<file path="src/rtl/aes_mode_chain_ctrl.sv">
// Multi-channel block-cipher mode sequencer.
// Wraps one shared block-cipher core with ECB/CBC/CFB/OFB/CTR chaining and keeps
// an independent chain register per channel so message streams can interleave
// block by block. One block in flight at a time; valid/ready on both host sides.
module aes_mode_chain_ctrl #(
   parameter int unsigned NUM_CH  = 4,
   parameter int unsigned BLOCK_W = 128,
   parameter int unsigned CTR_W   = 32,
   parameter int unsigned CH_W    = (NUM_CH > 1) ? $clog2(NUM_CH) : 1
) (
   input  logic               clk,
   input  logic               rst,
   input  logic               req_valid,
   output logic               req_ready,
   input  logic [CH_W-1:0]    req_ch,
   input  logic               req_decipher,
   input  logic               req_chain,
   input  logic [2:0]         req_mode,
   input  logic [BLOCK_W-1:0] req_data,
   input  logic [BLOCK_W-1:0] req_iv,
   output logic               core_start,
   output logic               core_decipher,
   output logic [BLOCK_W-1:0] core_in,
   input  logic               core_done,
   input  logic [BLOCK_W-1:0] core_out,
   output logic               rsp_valid,
   input  logic               rsp_ready,
   output logic [CH_W-1:0]    rsp_ch,
   output logic [BLOCK_W-1:0] rsp_data,
   output logic               rsp_err
);

   typedef enum logic [1:0] {
      ST_IDLE,
      ST_ISSUE,
      ST_WAIT,
      ST_RESP
   } state_t;

   localparam logic [2:0] MODE_ECB = 3'd0;
   localparam logic [2:0] MODE_CBC = 3'd1;
   localparam logic [2:0] MODE_CFB = 3'd2;
   localparam logic [2:0] MODE_OFB = 3'd3;
   localparam logic [2:0] MODE_CTR = 3'd4;

   // Low CTR_W bits of the counter; upper bits never receive a carry.
   localparam logic [BLOCK_W-1:0] CTR_MASK = {BLOCK_W{1'b1}} >> (BLOCK_W - CTR_W);
   localparam logic [CH_W:0]      NUM_CH_V = NUM_CH[CH_W:0];

   state_t             state_q, state_d;
   logic [CH_W-1:0]    ch_q, ch_d;
   logic [2:0]         mode_q, mode_d;
   logic               dec_q, dec_d;
   logic [BLOCK_W-1:0] data_q, data_d;
   logic [BLOCK_W-1:0] s_q, s_d;
   logic [BLOCK_W-1:0] core_in_q, core_in_d;
   logic               core_dec_q, core_dec_d;
   logic [BLOCK_W-1:0] rsp_data_q, rsp_data_d;
   logic               rsp_err_q, rsp_err_d;
   logic [BLOCK_W-1:0] chain_q [NUM_CH];
   logic [BLOCK_W-1:0] chain_d [NUM_CH];

   logic               req_ch_ok;
   logic [BLOCK_W-1:0] req_chain_val;
   logic [BLOCK_W-1:0] start_val;
   logic [BLOCK_W-1:0] ks_xor_data;
   logic [BLOCK_W-1:0] ctr_next;

   // Request decode: channel range check, start value and next counter value.
   always_comb begin
      req_ch_ok     = ({1'b0, req_ch} < NUM_CH_V);
      req_chain_val = req_ch_ok ? chain_q[req_ch] : '0;
      start_val     = req_chain ? req_chain_val : req_iv;
      ks_xor_data   = core_out ^ data_q;
      ctr_next      = (s_q & ~CTR_MASK) | ((s_q + 1'b1) & CTR_MASK);
   end

   // Next-state, captured request, core drive and chain update.
   always_comb begin
      state_d    = state_q;
      ch_d       = ch_q;
      mode_d     = mode_q;
      dec_d      = dec_q;
      data_d     = data_q;
      s_d        = s_q;
      core_in_d  = core_in_q;
      core_dec_d = core_dec_q;
      rsp_data_d = rsp_data_q;
      rsp_err_d  = rsp_err_q;
      chain_d    = chain_q;

      unique case (state_q)
         ST_IDLE: begin
            if (req_valid) begin
               ch_d      = req_ch;
               mode_d    = req_mode;
               dec_d     = req_decipher;
               data_d    = req_data;
               s_d       = start_val;
               rsp_err_d = 1'b0;
               if ((req_mode > MODE_CTR) || !req_ch_ok) begin
                  rsp_err_d  = 1'b1;
                  rsp_data_d = '0;
                  state_d    = ST_RESP;
               end else begin
                  unique case (req_mode)
                     MODE_ECB: begin
                        core_in_d  = req_data;
                        core_dec_d = req_decipher;
                     end
                     MODE_CBC: begin
                        core_in_d  = req_decipher ? req_data : (req_data ^ start_val);
                        core_dec_d = req_decipher;
                     end
                     default: begin
                        // CFB, OFB and CTR only ever run the core forward on S.
                        core_in_d  = start_val;
                        core_dec_d = 1'b0;
                     end
                  endcase
                  state_d = ST_ISSUE;
               end
            end
         end
         ST_ISSUE: begin
            state_d = ST_WAIT;
         end
         ST_WAIT: begin
            if (core_done) begin
               state_d = ST_RESP;
               unique case (mode_q)
                  MODE_ECB: begin
                     rsp_data_d = core_out;
                  end
                  MODE_CBC: begin
                     if (dec_q) begin
                        rsp_data_d    = core_out ^ s_q;
                        chain_d[ch_q] = data_q;
                     end else begin
                        rsp_data_d    = core_out;
                        chain_d[ch_q] = core_out;
                     end
                  end
                  MODE_CFB: begin
                     rsp_data_d    = ks_xor_data;
                     chain_d[ch_q] = dec_q ? data_q : ks_xor_data;
                  end
                  MODE_OFB: begin
                     rsp_data_d    = ks_xor_data;
                     chain_d[ch_q] = core_out;
                  end
                  default: begin
                     rsp_data_d    = ks_xor_data;
                     chain_d[ch_q] = ctr_next;
                  end
               endcase
            end
         end
         ST_RESP: begin
            if (rsp_ready) begin
               state_d = ST_IDLE;
            end
         end
         default: begin
            state_d = ST_IDLE;
         end
      endcase
   end

   // State and datapath registers; reset wins over every other event.
   always_ff @(posedge clk) begin
      if (rst) begin
         state_q    <= ST_IDLE;
         ch_q       <= '0;
         mode_q     <= '0;
         dec_q      <= 1'b0;
         data_q     <= '0;
         s_q        <= '0;
         core_in_q  <= '0;
         core_dec_q <= 1'b0;
         rsp_data_q <= '0;
         rsp_err_q  <= 1'b0;
         for (int unsigned i = 0; i < NUM_CH; i++) begin
            chain_q[i] <= '0;
         end
      end else begin
         state_q    <= state_d;
         ch_q       <= ch_d;
         mode_q     <= mode_d;
         dec_q      <= dec_d;
         data_q     <= data_d;
         s_q        <= s_d;
         core_in_q  <= core_in_d;
         core_dec_q <= core_dec_d;
         rsp_data_q <= rsp_data_d;
         rsp_err_q  <= rsp_err_d;
         chain_q    <= chain_d;
      end
   end

   assign req_ready     = (state_q == ST_IDLE) && !rst;
   assign core_start    = (state_q == ST_ISSUE);
   assign core_decipher = core_dec_q;
   assign core_in       = core_in_q;
   assign rsp_valid     = (state_q == ST_RESP);
   assign rsp_ch        = ch_q;
   assign rsp_data      = rsp_data_q;
   assign rsp_err       = rsp_err_q;

endmodule
</file>
<file path="config.mk">
export PLATFORM = sky130hd
export DESIGN_NAME = aes_mode_chain_ctrl
export DESIGN_NICKNAME = d
export VERILOG_FILES = /design/src/rtl/aes_mode_chain_ctrl.sv
export SDC_FILE = /design/constraint.sdc
export NUM_CORES = 2
export LEC_CHECK = 0
export BUFFER_PORTS_ARGS = -buffer_cell sky130_fd_sc_hd__clkbuf_2
export CORE_MARGIN = 3
export CORE_UTILIZATION = 40
export CTS_BUF_LIST = sky130_fd_sc_hd__clkbuf_4
export CTS_CLUSTER_DIAMETER = 100
export CTS_CLUSTER_SIZE = 24
export DETAILED_ROUTE_END_ITERATION = 16
export GPL_ROUTABILITY_DRIVEN = 0
export MAX_ROUTING_LAYER = met4
export SLEW_MARGIN = 20
export SYNTH_ARGS = -nofsm -noshare
export SYNTH_HDL_FRONTEND = slang
export SYNTH_SLANG_ARGS = --single-unit
</file>
<file path="constraint.sdc">
create_clock -name clk -period 5.45 [get_ports clk]
set_input_delay 0.2725 -clock clk [delete_from_list [all_inputs] [get_ports clk]]
set_output_delay 0.2725 -clock clk [all_outputs]
set_load 0.02 [all_outputs]
</file>
Word level (Yosys, flattened, before mapping)
Index checks and enable logic that the tools add are counted.
{ "word_totals": {"output_inout_bits": 263, "inputBits": 396, "register_bits": 1034} }
{ "classes": {"eq_ne": 11, "bitwise": 8, "reduce_logical": 13, "muxes": 28, "n_lt_le_gt_ge": 4, "addsub": 1} }
{ "ops": {"columns": ["operator", "n"], "rows": [
  ["512-bit bitwise mux", 4],
  ["512-bit one-hot mux with 4 select lines", 1],
  ["128-bit 2-to-1 mux", 10],
  ["128-bit one-hot mux with 2 select lines", 3],
  ["512-bit 2-to-1 mux", 1],
  ["128-bit XOR", 3],
  ["128-bit binary-select mux with 2-bit select", 1],
  ["128-bit demux with 2-bit select", 1],
  ["128-bit by 32-bit OR with 128-bit output", 1],
  ["32-bit by 1-bit adder with 32-bit output (second input constant)", 1],
  ["3-bit AND reduction", 3],
  ["2-bit 2-to-1 mux", 4],
  ["2-bit one-hot mux with 4 select lines", 1],
  ["3-bit by 1-bit == test with 1-bit output (second input constant)", 2],
  ["3-bit by 2-bit == test with 1-bit output (second input constant)", 2],
  ["3-bit >= comparator (second input constant)", 2],
  ["3-bit logical NOT", 2],
  ["2-bit inequality test (second input constant)", 3],
  ["2-bit inverter with 3-bit output", 2],
  ["2-bit == test (second input constant)", 2],
  ["4-bit AND reduction", 1],
  ["3-bit > comparator (second input constant)", 1],
  ["3-bit by 1-bit less-than comparator with 1-bit output (second input constant)", 1],
  ["2-bit by 1-bit == test with 1-bit output (second input constant)", 1],
  ["9 further kinds", 12]
]} }

Longest topological paths before layout
{ "logic_depth": {"depth_word": 8, "depth_mapped": 10, "mapped_depth_nobuf": 7} }

Worst setup path after synthesis
No wires, ideal clock.
{ "synth_timing": {"path_kind": "input -> register", "from": "input port req_ch[0]", "to": "register core_in_q[126] (netlist: core_in[126])", "setup_slack_ps": 3409, "t_arrival_ps": 1918, "setup_ps": 123, "path_buffers": 2, "required_ps": 5327, "cell_stages": 7, "cell_sequence": "buf_2 -> buf_2 -> mux4_2 -> mux2i_1 -> o21ai_0 -> a21oi_1 -> o21ai_0"} }
{ "synth_via": {"elab_chain_len": 8} }
{ "synth_lines": {"columns": ["element", "line_no", "rtl"], "rows": [
  ["start, declared", "15", "input logic [CH_W-1:0] req_ch,"],
  ["2-bit inverter with 3-bit output (implied by the code) (*)", "72", "req_chain_val = req_ch_ok ? chain_q[req_ch] : '0;"],
  ["128-bit binary-select mux with 2-bit select (*)", "72", null],
  ["128-bit 2-to-1 mux (implied by the code) (*) (2 in series)", "72", null],
  ["128-bit 2-to-1 mux (*)", "73", "start_val = req_chain ? req_chain_val : req_iv;"],
  ["128-bit XOR", "112", "core_in_d = req_decipher ? req_data : (req_data ^ start_val);"],
  ["128-bit 2-to-1 mux", "112", null],
  ["128-bit one-hot mux with 2 select lines (*)", "106", "unique case (req_mode)"],
  ["end signal, assigned", "193", "core_in_q <= core_in_d;"],
  ["end, declared", "56", "logic [BLOCK_W-1:0] core_in_q, core_in_d;"]
]} }
Every way passes the cells marked *; elsewhere a longest branch is shown, timed or not. The select of a mux whose other input is x is not followed.
A chain may end at the register's enable or synchronous reset.

Final worst setup path
{ "layout_timing": {"from": "register state_q[0]", "to": "register core_in_q[99] (netlist: core_in[99])"} }
{ "layout_via": {"elab_chain_len": 2} }
{ "layout_lines": {"columns": ["element", "line_no", "rtl"], "rows": [
  ["start, declared", "50", "state_t state_q, state_d;"],
  ["start signal, assigned", "187", "state_q <= state_d;"],
  ["2-bit logical NOT", "92", "unique case (state_q)"],
  ["3-bit AND reduction (no source line)", null, null]
]} }
Every way passes these cells.

==> run metrics <==
status complete, no violations; Vias 50,000; Die Ht 366 um; Synth top area share 40.0%; hold_ws 0.0890 ns; warnings from Yosys 0; Final ANT Viol Nets 0; CP Class flop to flop; Synth Cell Area 51,800 sq um; Final min period 4.32 ns; layout cells sized above 1 14.4%; first drt pass iteration count 6; Cells after Synth 5,927; clk slew on worst S/H paths 0.26 ns; r2r startpoint state_q[0]; Worst-Skew Late Latency 1.15 ns; library cells used by synthesis 74; Largest stage delay, worst path 0.72 ns; chip width 366 um; Hold Vio Cnt, Final 0; area delta synth->final 21.0%; WHS Endpoint core_in[0]; I/O pin cnt 659; Die ar. 134,000 sq um; vias in the first global route 48,100; Syn Nets 6,329; initial antenna violation count 30; DRC 0; design area 62,600 sq um; DR WL/cell 22.9 um; Hold Startpoint req_data[0]; Overall Global Routing Usage 28.7%; Slew @ Worst Pin 1.13 ns; Critical Path RT 6.57 ns; worst relative slew slack 22.5%; post-layout util 48.9%; final setup violating endpoints 0; Starting Density 40.4%; worst path buffer plus inverter count 4; CP endpoint kind flop; Worst path slowest cell nor2_4; Synth area leader dfxtp_1; RSZ-0062 raised after global routing false; starting DRC count in detailed routing 4,656; number of synthesized flops with an enable pin 0; most frequent cell after synthesis dfxtp_1; Clk Tree Root Cell clkbuf_4; first-pass GRT wire length 298,000 um; final setup TNS 0 ns; clk sinks 1,034; cell leakage power 22.2 nW; Post-synth top cells dfxtp_1 (1,034), o21ai_0 (575), nand2_1 (572); CTS max path bufs 3; Yosys reg bits 1,034; fmax 0.232 GHz; CTS tree done; mean post-synth cell area 8.73 sq um; Main synth FF type dfxtp_1; htree depth 2; Max FO, Critical Path 79; total length of routed wires 195,000 um; critical path cell sequence inv_1, ha_1, and2_4, nand2_1, nor2_4, buf_12, o21ai_0, dlygate4sd3_1, o21ai_0, dlygate4sd3_1; Pwr per Cell Area 286 nW/um^2; crit path DAT 5.44 ns; row cnt 131; CP top delay family buffers and inverters; main area contributors after synthesis dfxtp_1 (40%), nand3b_1 (6.1%), mux4_2 (5.6%), o21ai_0 (5.6%), nand2_1 (4.1%); maximum number of pins on one net before global-route repair 219; GRT overflow 0; IO Port Bufs 658; Synth async-reset ratio 0%; Min-Delay Path Depth 5; area of placed instances 55,800 sq um; Critical Path Start Type flop; Final period util 79.2%; sequential-to-total area share from yosys stat 40.0%; Max IR drop VDD 0.000216 V; type of the most critical hold path input pin to flop; Clock Skews 0.110 ns; # Max-Cap Violations 0; Slew Limit Fails 0; CTS Buf Count 52; R2R cell count 10; DP HPWL 119,000 um; core area 128,000 sq um; via-per-instance ratio 5.87; nets@finish 7,134; r2r setup slk 1.13 ns; Critical R2R Capture core_in[99]
==> tightest hold or removal path: cells and delay by family <==
family | cells | cell delay, ns
buf+inv | 2 | 0.64
compound gates | 3 | 0.28
==> metal layers <==
metal | track usage, % | wire, um | share of wire (%)
met4 | 7.58 | 4830 | 2.5
met5 | - | 0 | 0
met1 | 38.8 | 86200 | 44
met2 | 44.8 | 88900 | 46
met3 | 4.45 | 15100 | 7.7
==> layout by cell type, fill, tap and decap left out, types with 13 or more instances in the layout <==
cell / netlist / layout
a211o_1: 100 / 100
a211oi_1: 139 / 139
a21o_1: 15 / 14
a21oi_1: 272 / 271
a22o_1: 57 / 57
a22oi_1: 256 / 256
a311oi_1: 54 / 54
a32o_1: 16 / 16
buf_12: 0 / 18
buf_4: 3 / 47
clkbuf_2: 2 / 654
clkbuf_4: 0 / 56
dfxtp_1: 1034 / 1031
diode_2: 0 / 37
dlygate4sd3_1: 0 / 610
mux2i_1: 207 / 207
mux4_2: 128 / 128
nand2_1: 572 / 570
nand2b_1: 135 / 133
nand3b_1: 421 / 421
nor2_1: 526 / 523
nor2b_1: 110 / 110
o211ai_1: 59 / 59
o21a_1: 57 / 57
o21ai_0: 575 / 575
o21ai_1: 89 / 89
o221ai_1: 101 / 101
o22a_1: 111 / 111
o22ai_1: 14 / 14
o31ai_1: 13 / 13
xnor2_1: 132 / 132
==> cells by family after synthesis <==
logic type / synth area share, %
DFF: 40.0
AOI/OAI and AO/OA: 25.3
muxes: 9.59
buffers and inverters: 4.58
and+or+nand+nor: 18.1
adders and majority gates: 0.145
xor gates and xnor gates: 2.33
==> report_power, final <==
| group | leakage [nW] | switching [mW] | internal [mW] |
|---|---|---|---|
| Clock | 0.319 | 2.54 | 0.521 |
| Combinational | 13.5 | 3.74 | 2.14 |
| Sequential | 8.38 | 0.739 | 8.22 |
==> through the flow <==
stage	std cells	total power [mW]	setup slack, ns
final	8512	17.9	1.13
after global routing	8507	18.8	0.853
after CTS	8474	17.9	1.13
after detailed placement	7796	14.5	2.12
after global placement	7796	14.4	2.23
after floorplan	5927	12.5	3.41
==> what timing repair did <==
| item | 4_1_cts | 5_1_grt |
|---|---|---|
| hold buffers | 610 | 0 |
| setup buffers | 0 | 0 |
| hold endpoints to repair | 1034 | 0 |
| gates resized for setup | 0 | 0 |
==> final cells by class <==
cell class	instances	area, sq um
fillers	12100	65400
multi-input cells	4294	28900
flip-flops and latches	1034	20700
repair buffers	1336	10200
well taps	1729	2160
clock buffers	56	420
clock inverters	12	121
diodes	37	92.6
inverters	14	60.1
==> worst max path at each step <==
stage | start | slack [ns] | cells after the start | endpoint
final | state_q[0] | 1.13 | 10 | core_in[99]
after floorplan | req_ch[0] | 3.41 | 7 | core_in[126]
after global routing | state_q[1] | 0.85 | 10 | core_in[99]
after global placement | mode_q[1] | 2.23 | 7 | flop
after CTS | state_q[0] | 1.13 | 10 | core_in[99]
after detailed placement | mode_q[0] | 2.12 | 6 | flop
No activity file was read; power rests on OpenSTA's default activity.
